[src/rtl/maple_seq_pkg.sv]
// Maple Bus transaction sequencer: shared types.
//   seq_state_e  : one-hot sequencer states
//   seq_status_e : completion codes reported on status
package maple_seq_pkg;

  typedef enum logic [5:0] {
    S_IDLE    = 6'b000001,
    S_TX      = 6'b000010,
    S_TURN    = 6'b000100,
    S_RX_WAIT = 6'b001000,
    S_RX_ACT  = 6'b010000,
    S_DONE    = 6'b100000
  } seq_state_e;

  typedef enum logic [1:0] {
    ST_OK       = 2'd0,
    ST_TIMEOUT  = 2'd1,
    ST_RX_ERROR = 2'd2,
    ST_ABORTED  = 2'd3
  } seq_status_e;

endpackage

[src/rtl/maple_seq_timer.sv]
// Loadable saturating down-counter shared by the turnaround and the
// response-timeout phases of the sequencer.
// Ports:
//   aclk, areset : clock, asynchronous active-high reset (count -> 0)
//   load         : load load_value this cycle (wins over decrement)
//   load_value   : value to load
//   zero         : count is 0 (counter holds at 0, never wraps)
module maple_seq_timer #(
  parameter int CNT_WIDTH = 20
) (
  input  logic                 aclk,
  input  logic                 areset,
  input  logic                 load,
  input  logic [CNT_WIDTH-1:0] load_value,
  output logic                 zero
);

  localparam logic [CNT_WIDTH-1:0] ONE = CNT_WIDTH'(1);

  logic [CNT_WIDTH-1:0] cnt;

  always_ff @(posedge aclk or posedge areset) begin
    if (areset) begin
      cnt <= '0;
    end else if (load) begin
      cnt <= load_value;
    end else if (cnt != '0) begin
      cnt <= cnt - ONE;
    end
  end

  assign zero = (cnt == '0);

endmodule

[src/rtl/maple_txn_sequencer.sv]
// Maple Bus transaction sequencer. Shares the SDCKA/SDCKB pin pair between
// transmitter and receiver: drives the command, releases the bus for a
// turnaround gap, then listens for a response frame under a timeout.
// Optional build macro: MAPLE_SEQ_RETRY_EN -- a TIMEOUT or RX_ERROR on the
// first attempt re-runs the transaction once; adds output 'retried'.
// Ports:
//   aclk, areset     : clock, asynchronous active-high reset
//   cmd_valid/ready  : command handshake (ready == idle)
//   cmd_expect_resp  : sampled with the command, 1 = response expected
//   abort            : level, ends any active transaction as ABORTED
//   tx_enable/tx_done: transmitter enable / end-of-frame pulse
//   rx_enable        : receiver enable
//   rx_receiving     : receiver saw a start pattern
//   rx_last/rx_error : last accepted beat / frame error pulse
//   bus_drive_en     : pin output-enable
//   busy             : transaction in progress (incl. the DONE cycle)
//   status/valid     : completion code and its one-cycle update pulse
//   retried          : (MAPLE_SEQ_RETRY_EN only) status came from a retry
module maple_txn_sequencer
  import maple_seq_pkg::*;
#(
  parameter int TURNAROUND_CYCLES   = 4,
  parameter int RESP_TIMEOUT_CYCLES = 100000,
  parameter int CNT_WIDTH           = 20
) (
  input  logic       aclk,
  input  logic       areset,
  input  logic       cmd_valid,
  output logic       cmd_ready,
  input  logic       cmd_expect_resp,
  input  logic       abort,
  output logic       tx_enable,
  input  logic       tx_done,
  output logic       rx_enable,
  input  logic       rx_receiving,
  input  logic       rx_last,
  input  logic       rx_error,
  output logic       bus_drive_en,
  output logic       busy,
  output logic [1:0] status,
  output logic       status_valid
`ifdef MAPLE_SEQ_RETRY_EN
  ,
  output logic       retried
`endif
);

  localparam logic [CNT_WIDTH-1:0] TURN_LOAD = CNT_WIDTH'(TURNAROUND_CYCLES - 1);
  localparam logic [CNT_WIDTH-1:0] RESP_LOAD = CNT_WIDTH'(RESP_TIMEOUT_CYCLES - 1);

  seq_state_e           state, state_nxt;
  seq_status_e          done_status;
  logic                 expect_resp;
  logic                 tmr_load;
  logic [CNT_WIDTH-1:0] tmr_value;
  logic                 tmr_zero;
`ifdef MAPLE_SEQ_RETRY_EN
  logic                 second_attempt;
  logic                 retry_take;
`endif

  maple_seq_timer #(.CNT_WIDTH(CNT_WIDTH)) u_timer (
    .aclk       (aclk),
    .areset     (areset),
    .load       (tmr_load),
    .load_value (tmr_value),
    .zero       (tmr_zero)
  );

  assign cmd_ready = (state == S_IDLE);

  // Next-state logic. abort outranks every other event in the active states.
  always_comb begin
    state_nxt   = state;
    done_status = ST_OK;
    tmr_load    = 1'b0;
    tmr_value   = TURN_LOAD;
    case (state)
      S_IDLE: begin
        if (cmd_valid) state_nxt = S_TX;
      end
      S_TX: begin
        if (abort) begin
          state_nxt   = S_DONE;
          done_status = ST_ABORTED;
        end else if (tx_done) begin
          if (expect_resp) begin
            state_nxt = S_TURN;
            tmr_load  = 1'b1;
            tmr_value = TURN_LOAD;
          end else begin
            state_nxt   = S_DONE;
            done_status = ST_OK;
          end
        end
      end
      S_TURN: begin
        if (abort) begin
          state_nxt   = S_DONE;
          done_status = ST_ABORTED;
        end else if (tmr_zero) begin
          state_nxt = S_RX_WAIT;
          tmr_load  = 1'b1;
          tmr_value = RESP_LOAD;
        end
      end
      S_RX_WAIT: begin
        // A start pattern seen on the last wait cycle still counts.
        if (abort) begin
          state_nxt   = S_DONE;
          done_status = ST_ABORTED;
        end else if (rx_receiving) begin
          state_nxt = S_RX_ACT;
          tmr_load  = 1'b1;
          tmr_value = RESP_LOAD;
        end else if (tmr_zero) begin
          state_nxt   = S_DONE;
          done_status = ST_TIMEOUT;
        end
      end
      S_RX_ACT: begin
        if (abort) begin
          state_nxt   = S_DONE;
          done_status = ST_ABORTED;
        end else if (rx_error) begin
          state_nxt   = S_DONE;
          done_status = ST_RX_ERROR;
        end else if (rx_last) begin
          state_nxt   = S_DONE;
          done_status = ST_OK;
        end else if (tmr_zero) begin
          state_nxt   = S_DONE;
          done_status = ST_TIMEOUT;
        end
      end
      S_DONE: begin
        state_nxt = S_IDLE;
      end
      default: begin
        state_nxt = S_IDLE;
      end
    endcase
`ifdef MAPLE_SEQ_RETRY_EN
    // A first-attempt failure goes back to TX instead of reporting.
    retry_take = (state_nxt == S_DONE) && !second_attempt &&
                 ((done_status == ST_TIMEOUT) || (done_status == ST_RX_ERROR));
    if (retry_take) state_nxt = S_TX;
`endif
  end

  // State and registered outputs, all decoded from the next state so they
  // line up with the state they describe.
  always_ff @(posedge aclk or posedge areset) begin
    if (areset) begin
      state        <= S_IDLE;
      tx_enable    <= 1'b0;
      bus_drive_en <= 1'b0;
      rx_enable    <= 1'b0;
      busy         <= 1'b0;
      status_valid <= 1'b0;
      status       <= ST_OK;
    end else begin
      state        <= state_nxt;
      tx_enable    <= (state_nxt == S_TX);
      bus_drive_en <= (state_nxt == S_TX);
      rx_enable    <= (state_nxt == S_RX_WAIT) || (state_nxt == S_RX_ACT);
      busy         <= (state_nxt != S_IDLE);
      status_valid <= (state_nxt == S_DONE);
      if (state_nxt == S_DONE) status <= done_status;
    end
  end

  // Command attribute, only meaningful while a transaction is active.
  always_ff @(posedge aclk) begin
    if (cmd_ready && cmd_valid) expect_resp <= cmd_expect_resp;
  end

`ifdef MAPLE_SEQ_RETRY_EN
  always_ff @(posedge aclk or posedge areset) begin
    if (areset) begin
      second_attempt <= 1'b0;
      retried        <= 1'b0;
    end else begin
      if (cmd_ready && cmd_valid) second_attempt <= 1'b0;
      else if (retry_take)        second_attempt <= 1'b1;
      if (state_nxt == S_DONE) retried <= second_attempt;
    end
  end
`endif

endmodule

[config.mk]
export PLATFORM = sky130hd
export DESIGN_NAME = maple_txn_sequencer
export DESIGN_NICKNAME = d
export VERILOG_FILES = /design/src/rtl/maple_seq_pkg.sv /design/src/rtl/maple_seq_timer.sv /design/src/rtl/maple_txn_sequencer.sv
export SDC_FILE = /design/constraint.sdc
export NUM_CORES = 1
export LEC_CHECK = 0
export BUFFER_PORTS_ARGS = -buffer_cell sky130_fd_sc_hd__buf_2
export CORE_UTILIZATION = 29
export DETAILED_ROUTE_END_ITERATION = 10
export GPL_TIMING_DRIVEN = 0
export SETUP_SLACK_MARGIN = 0.3
export SLEW_MARGIN = 10
export SYNTH_ARGS = -nofsm -noshare
export SYNTH_HDL_FRONTEND = slang
export SYNTH_SLANG_ARGS = --single-unit
[constraint.sdc]
create_clock -name aclk -period 2.4 [get_ports aclk]
set_input_delay 0 -clock aclk [delete_from_list [all_inputs] [get_ports aclk]]
set_output_delay 0 -clock aclk [all_outputs]
set_load 0.02 [all_outputs]
* After elaboration in Yosys (flattened, before gate mapping)
Cells that the tools add are included.
** Storage, ports and cells
- Bits in latches :: 0
- Memories :: 0
- Bits in writable memories :: 0
- Memory bits (read-only) :: 0
- Word-level logic and storage cells :: 61
- Input port bits :: 9
- Bits in registers :: 33
- Output and inout bits :: 8
** Operators by class
- Multiplexer cells :: 36
- $lt $le $gt $ge :: 0
- Bitwise gates (word level) :: 0
- $add $sub $neg :: 1
- Shift-type cells :: 0
- Reduce and logical (&&, ||, !) cells :: 6
- Eq/ne operators :: 10
- Multipliers :: 0
- Div/mod/pow operators :: 0
** Operators by type and width (count)
- 6-bit 2-to-1 mux :: 12
- 17-bit 2-to-1 mux :: 4
- 20-bit 2-to-1 mux :: 2
- 17-bit case mux with 2 select lines :: 1
- 6-bit case mux with 5 select lines :: 1
- 20-bit logical NOT :: 1
- 20-bit nonzero test :: 1
- 20-bit by 1-bit subtractor with 20-bit output, second input constant :: 1
- 6-bit by 2-bit equality test with 1-bit output, second input constant :: 2
- 6-bit by 4-bit equality test with 1-bit output, second input constant :: 2
- 6-bit by 5-bit equality test with 1-bit output, second input constant :: 2
- 2-bit 2-to-1 mux :: 5
- 1-bit 2-to-1 mux :: 9
- 6-bit by 1-bit equality test with 1-bit output, second input constant :: 1
- 6-bit by 3-bit equality test with 1-bit output, second input constant :: 1
- 6-bit equality test, second input constant :: 1
- 6-bit by 1-bit != test with 1-bit output, second input constant :: 1
- 2-bit case mux with 3 select lines :: 1
- 1-bit case mux with 3 select lines :: 1
- 2-bit nonzero test :: 1
- 2-bit OR reduction :: 1
- 1-bit logical AND :: 1
- 1-bit logical OR :: 1

* Logic depth before layout (Yosys ltp)
Gate-level depths: netlist of run 1.
- Depth after elaboration :: 8
- Mapped depth :: 9
- Gate-level depth less buffers :: 7

* By module
From an unflattened synthesis of run 1, not the netlist that was laid out.
** Unflattened totals
- Cells, all modules :: 222
- Area total of the unflattened synthesis :: 2119.5 um^2
** Modules (own cells, without submodules)
- maple_seq_timer :: cells each 143, instances 1, area an instance 1337.5 um^2
- maple_txn_sequencer :: cells each 79, instances 1, area an instance 782.0 um^2

* Worst setup path before layout of run 1
No wires, ideal clock.
- Path kind :: reg2reg
- Start point :: register u_timer.cnt[0]
- End point :: register u_timer.cnt[19]
- Clock period less this slack :: 2.321 ns
- Stages on the path, launching flop included :: 10
- Setup slack :: 0.079 ns
- Path buffers :: 2
- Arrival time :: 2.191 ns
- Setup time :: 0.130 ns
- Cells stage by stage :: dfrtp_1 inv_1 ha_1 or4b_1 or3_1 buf_2 o31a_4 nand2_4 buf_6 a21oi_1
** On the way
- Cells in the longest elaborated chain, start to end :: 5
- Elaborated cells between the ends (all ways) :: 9
- Classes of those cells :: add/sub: 1; mux: 5; reduce/logical: 3
** Ends and longest elaborated chain
- start, declared :: line maple_seq_timer.sv:20 : logic [CNT_WIDTH-1:0] cnt;
- start signal, assigned :: line maple_seq_timer.sv:26 : cnt <= load_value;
- start signal, assigned :: line maple_seq_timer.sv:28 : cnt <= cnt - ONE;
- branches (longest 5 deep; another with 20-bit by 1-bit subtractor with 20-bit output)
Parallel ways; which one is timed is not known. The select of a mux whose other input is x is not followed.
A chain may end at the register's enable or synchronous reset.

* Worst setup path after layout of run 1
Ends and elaborated chain as after synthesis.

==> metrics.md, run 1 <==
| Metric | Value |
|---|---|
| Net Sw Frac | 37.6% |
| I/O pin count | 17 |
| Pre-CTS WS | -204 ps |
| Mapped cell area | 0.00184 mm² |
| Max-cap violations | 0 |
| DRT antenna net count | 0 |
| Area share of the largest cell type after synthesis | 42.3% |
| X dimension of the die | 81.6 µm |
| Final period demand of the worst path | 2330 ps |
| Crit. End Element | flip-flop |
| Number of standard cells after synthesis | 192 |
| Internal power contribution | 1.64 mW |
| Total number of clock tree sinks | 33 |
| Met3 Track Usage GR | 3.00% |
| DP HPWL | 2900 µm |
| Ranking of synthesized cells by instance count | sky130_fd_sc_hd__dfrtp_1, sky130_fd_sc_hd__nor2_1, sky130_fd_sc_hd__inv_1 |
| Nets | 245 |
| Hold Path Class | in -> reg |
| Number of slew-limit violations in the final report | 0 |
| Global-route wire length before repair | 7710 µm |
| Worst Setup Start Kind | flip-flop |
| Setup tns final | 0 ps |
| CP Data Required Time | 2570 ps |
| Total Wirelength | 4710 µm |
| Worst min-delay path endpoint | state[2] |
| Placed insts | 283 |
| Worst hold stages | 3 |
| Synth Register Bits | 33 |
| Switch Pwr | 986 µW |
| Crit Reg-Reg Startpoint | u_timer.cnt[0] |
| Final instance area | 0.00259 mm² |
| Top Usage Layer GRT | met2 |
| Post-route DRC | 0 |
| Fillcell total | 584 |
| Met1 demand-to-capacity share in global routing | 21.5% |
| R2r endpoint | u_timer.cnt[19] |
| Root buffer cell | sky130_fd_sc_hd__clkbuf_8 |
| 1st-pass router iterations | 4 |
| Syn_area_per_cell | 9.56 µm² |
| Number of buffers created by CTS | 5 |
| Count of cell types in the netlist | 52 |
| Power density over cell area | 1010 mW/mm² |
| Total count of hold-check failures in the final report | 0 |
| Worst slew margin | 54.4% |
| Setup repair after global routing missed its margin | yes |
| Final routed wire length divided by cell count | 15.1 µm |
| Data arrival at the endpoint of the critical path | 2490 ps |
| Cell depth of the worst flop-to-flop path | 9 |
| Max IR drop VDD | 0.000434 V |
| Fraction of layout cells with a size suffix above 1 | 41.1% |
| Transition time at the pin with the least slew margin | 683 ps |
| Cell area after placement | 0.00205 mm² |
| Total track usage | 15.4% |
| Result of the run | finished, final reports clean |
| Total congestion overflow | 0 |
| Number of buffer cells added on primary ports | 16 |
| Top FF cell, synth | sky130_fd_sc_hd__dfrtp_1 |
| Clock-pin transition on the worst setup and hold timing paths | 70 ps |
| Maximum level of the CTS H-tree | 2 |
| Number of synthesis warnings | 0 |
| Y dimension of the die | 81.6 µm |
| Routability cong. | 0.846 |
| Die Footprint | 0.00665 mm² |
| Largest stage delay on the critical path | 460 ps |
| Post-synthesis cell type with the largest combined area | sky130_fd_sc_hd__dfrtp_1 |
| Worst setup margin | 73.6 ps |
| Starting DRT DRC Count | 95 |
| Via count of the first global-routing pass | 1593 |
| Count of antenna diodes in the layout | 0 |
| Growth of design area from synthesis to finish | 40.9% |
| Antenna violations before repair | 0 |
| Skew-Pair Late Insertion Delay | 290 ps |
| TritonCTS clock tree | done |
| Critical path class | reg -> reg |
| Fmax | 0.430 GHz |
| Final Setup Violations | 0 |
| Synthesized net count | 202 |
| Area of the core | 0.00603 mm² |
| Effective utilization at floorplan | 30.5% |
| Maximum root-to-sink buffer count | 2 |
| Pin count of the biggest net entering global routing | 33 |
| Sequential share of power | 38.7% |
| Fraction of registers with async set or reset after synthesis | 97.0% |
| Most instantiated library cell after synthesis | sky130_fd_sc_hd__dfrtp_1 |
| Std-Cell Rows | 28 |
| Final clock skew | 8.91 ps |
| Slack of the worst reg-to-reg path | 70 ps |
| Number of enable flip-flop cells after synthesis | 1 |
| List of cells traversed by the critical path | inv_2 > ha_4 > or4b_4 > or3_4 > buf_8 > o31a_4 > nand2_4 > buf_8 > a21oi_2 |
| Worst hold start | abort |
| Via/cell ratio | 5.32 |
| Post-synthesis sequential area ratio | 45.3% |
| Static Leak | 1.10 nW |
| Comb pwr share | 40.3% |
| Clk network pwr share | 21.0% |
| Overall via count from detail_route | 1653 |
| Most area-consuming cells after synthesis | sky130_fd_sc_hd__dfrtp_1, sky130_fd_sc_hd__xor2_1, sky130_fd_sc_hd__nor2_1 |
| Most frequent cell on the critical path | sky130_fd_sc_hd__buf_8 |
| Met2 layer usage reported by global route | 24.1% |
| Finished Layout Cells | 311 |
| Share of the cycle needed by the critical path after routing | 96.9% |
| Cell type of the slowest stage on the worst timing path | sky130_fd_sc_hd__or4b_4 |
| Highest fanout seen on the critical path | 6 |
## registers in the layout, indices dropped and copies added (netlist names)
signal / flops
status: 2
bus_drive_en: 1
u_timer.cnt: 20
state: 6
busy: 1
expect_resp: 1
rx_enable: 1
status_valid: 1
## cell type report
type / count / area [µm²] / share of cell area (%)
Sequential cell: 33 / 832 / 32.2
Clock buffer: 7 / 86.3 / 3.34
Tap cell: 75 / 93.8 / 3.63
Multi-Input combinational cell: 141 / 1160 / 44.8
Buffer: 7 / 63.8 / 2.47
Inverter: 11 / 41.3 / 1.60
Timing Repair Buffer: 36 / 282 / 10.9
Clock inverter: 1 / 30.0 / 1.16
## worst max-delay path: cells and delay by family, from the launching register on
kind	cells	cell delay [ps]
buffers and inverters	3	370
adders and majority gates	1	130
AOI/OAI and AO/OA	2	400
and+or+nand+nor	3	910
DFF	1	400
## power by group through the flow
| stage | registers, mW | clock network (mW) | logic, mW |
|---|---|---|---|
| 2_1_floorplan | 0.990 | 0 | 0.574 |
| 3_3_place_gp | 0.985 | 0 | 0.765 |
| 3_5_place_dp | 0.991 | 0 | 0.779 |
| 4_1_cts | 0.995 | 0.559 | 0.950 |
| 5_1_grt | 1.05 | 0.588 | 1.15 |
| 6_report | 1.02 | 0.552 | 1.06 |
## metrics by stage
step / hold slack (ps) / utilization [%] / power, mW
floorplan: 98.9 / - / 1.56
global placement: 181 / 34.1 / 1.75
detailed placement: 156 / 34.1 / 1.77
CTS: 34.4 / 40.7 / 2.50
global route: 75.9 / 42.9 / 2.79
finish: 49.7 / 42.9 / 2.62
## cell usage in the layout (no fill, tap or decap), drive strengths merged, types with 2 or more instances in the layout
cell / instances
xnor2: 4
nor3: 11
clkbuf: 10
dfrtp: 31
a31oi: 2
nand4: 2
o22ai: 2
a221oi: 2
nor4b: 2
nand2: 10
nor3b: 3
nand3: 10
o2111ai: 2
or3: 3
o21bai: 3
a21oi: 8
o211ai: 2
nor2b: 3
nor4: 4
nor2: 20
o21ai: 7
o311ai: 2
nand2b: 3
inv: 11
dlygate4sd3: 2
xor2: 10
or2: 3
o31ai: 6
buf: 38
or4: 4
## routing by layer
| layer | up-vias | share of wire, % |
|---|---|---|
| met4 | 0 | 0.66 |
| met1 | 836 | 47 |
| met2 | 27 | 49 |
| li1 | 785 | - |
| met3 | 5 | 2.8 |
| met5 | - | 0 |
## how the worst max path moves through the flow
stage | start | endpoint | slack (ps)
final | u_timer.cnt[0] | u_timer.cnt[19] | 70
after global routing | u_timer.cnt[0] | u_timer.cnt[11] | 20
after CTS | u_timer.cnt[0] | u_timer.cnt[13] | 80
after detailed placement | u_timer.cnt[17] | rx_enable | -200
after global placement | u_timer.cnt[18] | rx_enable | -170
after floorplan | u_timer.cnt[1] | u_timer.cnt[19] | 210
## cells by family (layout without fill, tap and decap cells)
| group | after synthesis | count (layout) | synth area share, % |
|---|---|---|---|
| and+or+nand+nor | 83 | 83 | 26.2 |
| xor gates and xnor gates | 14 | 14 | 6.68 |
| AOI/OAI and AO/OA | 43 | 43 | 16.6 |
| adders and majority gates | 1 | 1 | 0.682 |
| buffers and inverters | 18 | 62 | 4.57 |
| DFF | 33 | 33 | 45.3 |
## repair_timing
item / CTS / global route
setup endpoints to repair: 28 / 30
gates cloned: 2 / 0
endpoints found under the hold margin: 32 / 0
hold buffers: 2 / 0
resized for setup: 30 / 31
setup buffers: 15 / 1
pin swaps: 12 / 7
Power figures use the tool's default switching activity.
==> inputs of run 2 (changes only) <==
- clock period: 2.4 -> 1.93 ns (I/O delays scaled with it)
==> run 2 against run 1 <==
Effect of this change: the run now ends with setup timing left; die area unchanged; cell area is 8.3% higher; hold slack got worse by 21 ps; first-iteration DRC count fell by 1.1%; sequential cell count stayed put; combinational power is 44% higher; critical endpoint is now u_timer.cnt[3]; largest cell class unchanged; largest power group unchanged.
==> metrics.md, run 2 (synthesized netlist as in run 1, its figures left out) <==
| Metric | Value |
|---|---|
| Total number of clock tree sinks | 33 |
| Overall via count from detail_route | 1721 |
| Post-route DRC | 0 |
| Global-route wire length before repair | 8260 µm |
| Antenna violations before repair | 0 |
| Worst setup path startpoint | u_timer.cnt[0] |
| Max-cap violations | 0 |
| Worst setup margin | -375 ps |
| Slack of the worst reg-to-reg path | -380 ps |
| Worst Setup Start Kind | flip-flop |
| Max IR drop VDD | 0.000510 V |
| Crit Reg-Reg Startpoint | u_timer.cnt[0] |
| TritonCTS clock tree | done |
| Largest Register | u_timer.cnt |
| Routed length on met1 | 2320 µm |
| Data arrival at the endpoint of the critical path | 2500 ps |
| Skew-Pair Late Insertion Delay | 290 ps |
| Result of the run | finished with violations |
| I/O pin count | 17 |
| Fmax | 0.434 GHz |
| Total count of hold-check failures in the final report | 0 |
| Total track usage | 16.6% |
| DP HPWL | 2920 µm |
| R2r endpoint | u_timer.cnt[3] |
| Effective utilization at floorplan | 30.5% |
| DRT antenna net count | 0 |
| Count of antenna diodes in the layout | 0 |
| Pin count of the biggest net entering global routing | 33 |
| Via count of the first global-routing pass | 1632 |
| Die Footprint | 0.00665 mm² |
| Y dimension of the die | 81.6 µm |
| Uppermost signal routing layer after detailed routing | met4 |
| Finished Layout Cells | 320 |
| Violated checks | setup timing |
| Nets | 254 |
| 1st-pass router iterations | 4 |
| Maximum root-to-sink buffer count | 2 |
| Total congestion overflow | 0 |
| Transition time at the pin with the least slew margin | 702 ps |
| Clock-pin transition on the worst setup and hold timing paths | 70 ps |
| Number of buffer cells added on primary ports | 16 |
| Starting DRT DRC Count | 94 |
| Total Wirelength | 5210 µm |
| Met2 Routed Length | 2610 µm |
| Last element of the critical path | u_timer.cnt[3] |
| CP Data Required Time | 2120 ps |
| Area of the core | 0.00603 mm² |
| Std-Cell Rows | 28 |
| Final clock skew | 9.94 ps |
| Setup repair after global routing missed its margin | yes |
| Top library cells by usage in the layout, fill and taps aside | sky130_fd_sc_hd__dfrtp_1, sky130_fd_sc_hd__buf_4, sky130_fd_sc_hd__buf_2 |
| Number of buffers created by CTS | 5 |
| Most common library cell in the layout ignoring fill and taps | sky130_fd_sc_hd__dfrtp_1 |
| Worst hold start | cmd_valid |
| Total chip power | 3.50 mW |
| Growth of design area from synthesis to finish | 52.6% |
| Placed insts | 283 |
| Power density over cell area | 1250 mW/mm² |
| Share of the cycle needed by the critical path after routing | 119% |
| Crit. End Element | flip-flop |
| Number of slew-limit violations in the final report | 0 |
| Critical path class | reg -> reg |
| Routability cong. | 0.817 |
| Final routed wire length divided by cell count | 16.3 µm |
| Fillcell total | 570 |
| Root buffer cell | sky130_fd_sc_hd__clkbuf_8 |
| X dimension of the die | 81.6 µm |
| Number of flip-flops under the largest register name | 20 |
| Worst slew margin | 53.1% |
| Maximum level of the CTS H-tree | 2 |
| Routed wire length on met3 | 189 µm |
| Final period demand of the worst path | 2310 ps |
| Highest fanout seen on the critical path | 5 |
| WHS | 28.7 ps |
| Final Setup Violations | 30 |
| Cell depth of the worst flop-to-flop path | 9 |
| Top Registers | u_timer.cnt: 20 flops, state: 6 flops, status: 2 flops |
| Via/cell ratio | 5.38 |
| Fraction of layout cells with a size suffix above 1 | 49.4% |
| Hold Path Class | in -> reg |
| Static Leak | 1.20 nW |
[run 2: cell count changes in the layout (fill, tap and decap cells not counted), sizes merged]
cell / change
buf: +10
clkbuf: -1
[run 2: per-layer routing]
metal / global-route usage [%] / up-vias
met5: 0 / -
met4: 5.36 / 0
li1: - / 811
met3: 3.33 / 9
met1: 22.6 / 866
met2: 26.2 / 35
[run 2: area by class of cell]
cell class	instances	area [µm²]	area share (%)
plain buffers	7	67.6	2.41
clock buffers	7	86.3	3.08
clock inverters	1	30.0	1.07
inverters	11	41.3	1.47
multi-input cells	141	1290	46.0
flip-flops and latches	33	835	29.8
well taps	75	93.8	3.35
repair buffers	45	359	12.8
[run 2: how the worst min path moves through the flow]
stage | endpoint | slack (ps) | cells past startpoint
2_1_floorplan | expect_resp | 100 | 0
3_3_place_gp | expect_resp | 180 | 1
3_5_place_dp | rx_enable | 150 | 2
4_1_cts | bus_drive_en | 10 | 3
5_1_grt | state[0] | 30 | 4
6_report | state[0] | 30 | 4
[run 2: power by group]
group	switching (mW)	total [mW]	internal [mW]
clock	0.271	0.693	0.421
sequential	0.306	1.27	0.966
combinational	0.753	1.53	0.777
total	1.33	3.50	2.17
[run 2: what timing repair did]
item | CTS | global route
resized for setup | 47 | 39
hold buffers | 2 | 0
pin swaps | 15 | 18
hold endpoints to repair | 32 | 0
setup endpoints to repair | 34 | 34
setup buffers | 17 | 9
cloned | 1 | 0
[run 2: metrics by stage]
stage / TNS (ps) / utilization (%) / instance area, µm² / setup slack [ps]
after floorplan: -4540 / - / 1890 / -262
after global placement: -12910 / 34.3 / 2060 / -686
after detailed placement: -12290 / 34.3 / 2060 / -661
after CTS: -8960 / 42.3 / 2550 / -395
after global routing: -10800 / 46.5 / 2800 / -434
final: -8810 / 46.5 / 2800 / -375
[run 2: critical path, stage by stage, from the launching register on]
cell	delay, ps
sky130_fd_sc_hd__dfrtp_1	400
sky130_fd_sc_hd__inv_2	90
sky130_fd_sc_hd__ha_4	140
sky130_fd_sc_hd__or4b_4	470
sky130_fd_sc_hd__or3_4	340
sky130_fd_sc_hd__buf_6	140
sky130_fd_sc_hd__o31a_4	320
sky130_fd_sc_hd__buf_6	130
sky130_fd_sc_hd__buf_6	120
sky130_fd_sc_hd__o311ai_4	50
==> inputs of run 3 (changes only) <==
- CORE_UTILIZATION: 29 -> 50
- HOLD_SLACK_MARGIN: default -> 0.02
- PLACE_DENSITY: default -> 0.72
==> run 3 against run 2 <==
Effect of this change: the flow still finishes with violations (setup timing); total power up 1.1%; die area down 41%; highest routed layer unchanged; largest power group unchanged; critical endpoint is now u_timer.cnt[19]; count of clock-buffer cells in the layout down 2.
==> metrics.md, run 3 (synthesized netlist as in run 1, its figures left out) <==
| Metric | Value |
|---|---|
| Growth of design area from synthesis to finish | 51.5% |
| Final clock skew | 25.7 ps |
| Routability cong. | 0.853 |
| Via/cell ratio | 6.38 |
| Worst Setup Start Kind | flip-flop |
| Number of flip-flops under the largest register name | 20 |
| Result of the run | finished with violations |
| Nets | 262 |
| Pin count of the biggest net entering global routing | 33 |
| Area of the core | 0.00342 mm² |
| Violated checks | setup timing |
| Hold Path Class | in -> reg |
| Worst slew margin | 55.2% |
| Antenna violations before repair | 0 |
| Share of the cycle needed by the critical path after routing | 121% |
| Global-route wire length before repair | 9340 µm |
| Top library cells by usage in the layout, fill and taps aside | sky130_fd_sc_hd__dfrtp_1, sky130_fd_sc_hd__buf_4, sky130_fd_sc_hd__buf_2 |
| Comb pwr share | 44.3% |
| Worst hold start | rx_receiving |
| Final period demand of the worst path | 2340 ps |
| Starting DRT DRC Count | 237 |
| Effective utilization at floorplan | 53.7% |
| Worst hold stages | 3 |
| Root buffer cell | sky130_fd_sc_hd__clkbuf_4 |
| Critical path class | reg -> reg |
| Total count of hold-check failures in the final report | 0 |
| Worst setup path startpoint | u_timer.cnt[5] |
| Sequential share of power | 36.2% |
| Switch Pwr | 1.40 mW |
| Die Footprint | 0.00392 mm² |
| Fraction of layout cells with a size suffix above 1 | 49.8% |
| Max-cap violations | 0 |
| Max IR drop VDD | 0.000803 V |
| Internal power contribution | 2.14 mW |
| Final routed wire length divided by cell count | 20.3 µm |
| Number of buffers created by CTS | 5 |
| Y dimension of the die | 62.6 µm |
| Crit Reg-Reg Startpoint | u_timer.cnt[5] |
| Most common library cell in the layout ignoring fill and taps | sky130_fd_sc_hd__dfrtp_1 |
| Cell depth of the worst flop-to-flop path | 5 |
| Net Sw Frac | 39.5% |
| Total number of clock tree sinks | 33 |
| Static Leak | 1.23 nW |
| I/O pin count | 17 |
| Top Registers | u_timer.cnt: 20 flops, state: 6 flops, status: 2 flops |
| DRT antenna net count | 0 |
| Highest fanout seen on the critical path | 5 |
| Skew-Pair Late Insertion Delay | 380 ps |
| Worst min-delay path endpoint | state[4] |
| Count of antenna diodes in the layout | 0 |
| R2r endpoint | u_timer.cnt[19] |
| Setup tns final | -8830 ps |
| Total congestion overflow | 0 |
| Data arrival at the endpoint of the critical path | 2660 ps |
| Slack of the worst reg-to-reg path | -410 ps |
| Final Setup Violations | 30 |
| Clock-pin transition on the worst setup and hold timing paths | 130 ps |
| Std-Cell Rows | 21 |
| TritonCTS clock tree | done |
| Post-route DRC | 0 |
| Overall via count from detail_route | 1909 |
| Via count of the first global-routing pass | 1871 |
| Transition time at the pin with the least slew margin | 671 ps |
| Setup repair after global routing missed its margin | yes |
| Maximum root-to-sink buffer count | 2 |
| Fmax | 0.427 GHz |
| Clk network pwr share | 19.5% |
| DP HPWL | 2920 µm |
| Crit. End Element | flip-flop |
| Total Wirelength | 6070 µm |
| Power density over cell area | 1270 mW/mm² |
| X dimension of the die | 62.6 µm |
| Total track usage | 31.6% |
| Pre-CTS WS | -573 ps |
| Worst setup margin | -411 ps |
| Largest Register | u_timer.cnt |
| CP Data Required Time | 2250 ps |
| Maximum level of the CTS H-tree | 2 |
| 1st-pass router iterations | 5 |
| Number of buffer cells added on primary ports | 16 |
| Number of slew-limit violations in the final report | 0 |
## run 3: changes by cell type in the layout (fill, tap and decap cells not counted), moves of 2 or more
cell and change:
sky130_fd_sc_hd__clkbuf_8 -6, sky130_fd_sc_hd__clkbuf_4 +5, sky130_fd_sc_hd__buf_4 +4, sky130_fd_sc_hd__dlygate4sd3_1 +4, sky130_fd_sc_hd__nand3_1 -2, sky130_fd_sc_hd__nand3_2 +2, sky130_fd_sc_hd__o31ai_2 +2
## run 3: power groups by stage
| stage | clock network [mW] | registers, mW | logic, mW |
|---|---|---|---|
| 2_1_floorplan | 0 | 1.23 | 0.739 |
| 4_1_cts | 0.672 | 1.24 | 1.33 |
| 6_report | 0.688 | 1.28 | 1.57 |
| 3_3_place_gp | 0 | 1.22 | 0.968 |
| 3_5_place_dp | 0 | 1.24 | 0.995 |
| 5_1_grt | 0.709 | 1.30 | 1.67 |
## run 3: repair_timing
item,in CTS,in global routing
hold buffers,6,0
setup buffers,24,5
endpoints found under the setup margin,34,34
hold endpoints to repair,40,0
gates resized for setup,57,23
cloned,2,0
pin swaps,13,12
## run 3: worst max-delay path by stage
stage | to | slack [ps] | cells past startpoint
after CTS | u_timer.cnt[11] | -310 | 9
final | u_timer.cnt[19] | -410 | 5
after global routing | rx_enable | -440 | 9
after floorplan | u_timer.cnt[19] | -260 | 9
after detailed placement | rx_enable | -570 | 6
after global placement | rx_enable | -550 | 6
## run 3: stage by stage
stage / util [%] / hold WS, ps / total power, mW / instance area (µm²) / cells
CTS: 76.9 / 71.5 / 3.24 / 2630 / 294
floorplan: - / 98.9 / 1.97 / 1890 / 192
detailed placement: 59.4 / 180 / 2.23 / 2030 / 254
global route: 81.4 / 109 / 3.68 / 2780 / 299
finish: 81.4 / 95.2 / 3.54 / 2780 / 299
global placement: 59.4 / 178 / 2.19 / 2030 / 254
## run 3: routing by layer
layer / up-vias / GRT usage [%] / part of all wire, %
met5: - / 0 / 0
met4: 0 / 14.5 / 2.5
met3: 25 / 7.85 / 7.2
met2: 112 / 48.6 / 49
met1: 947 / 41.9 / 41
li1: 825 / - / -
## run 3: final cells by class
type	count	area, µm²
Sequential cell	33	833
Inverter	11	41.3
Multi-Input combinational cell	141	1260
Clock buffer	5	37.5
Buffer	7	62.6
Fill cell	177	636
Timing Repair Buffer	53	423
Tap cell	46	57.6
Clock inverter	3	65.1
## run 3: worst max-delay path, cell delays in order, from the launching register on
cell,delay [ps]
sky130_fd_sc_hd__dfrtp_1,420
sky130_fd_sc_hd__or4_4,590
sky130_fd_sc_hd__and4bb_2,450
sky130_fd_sc_hd__o21ai_1,180
sky130_fd_sc_hd__or4_1,480
sky130_fd_sc_hd__a21oi_2,170
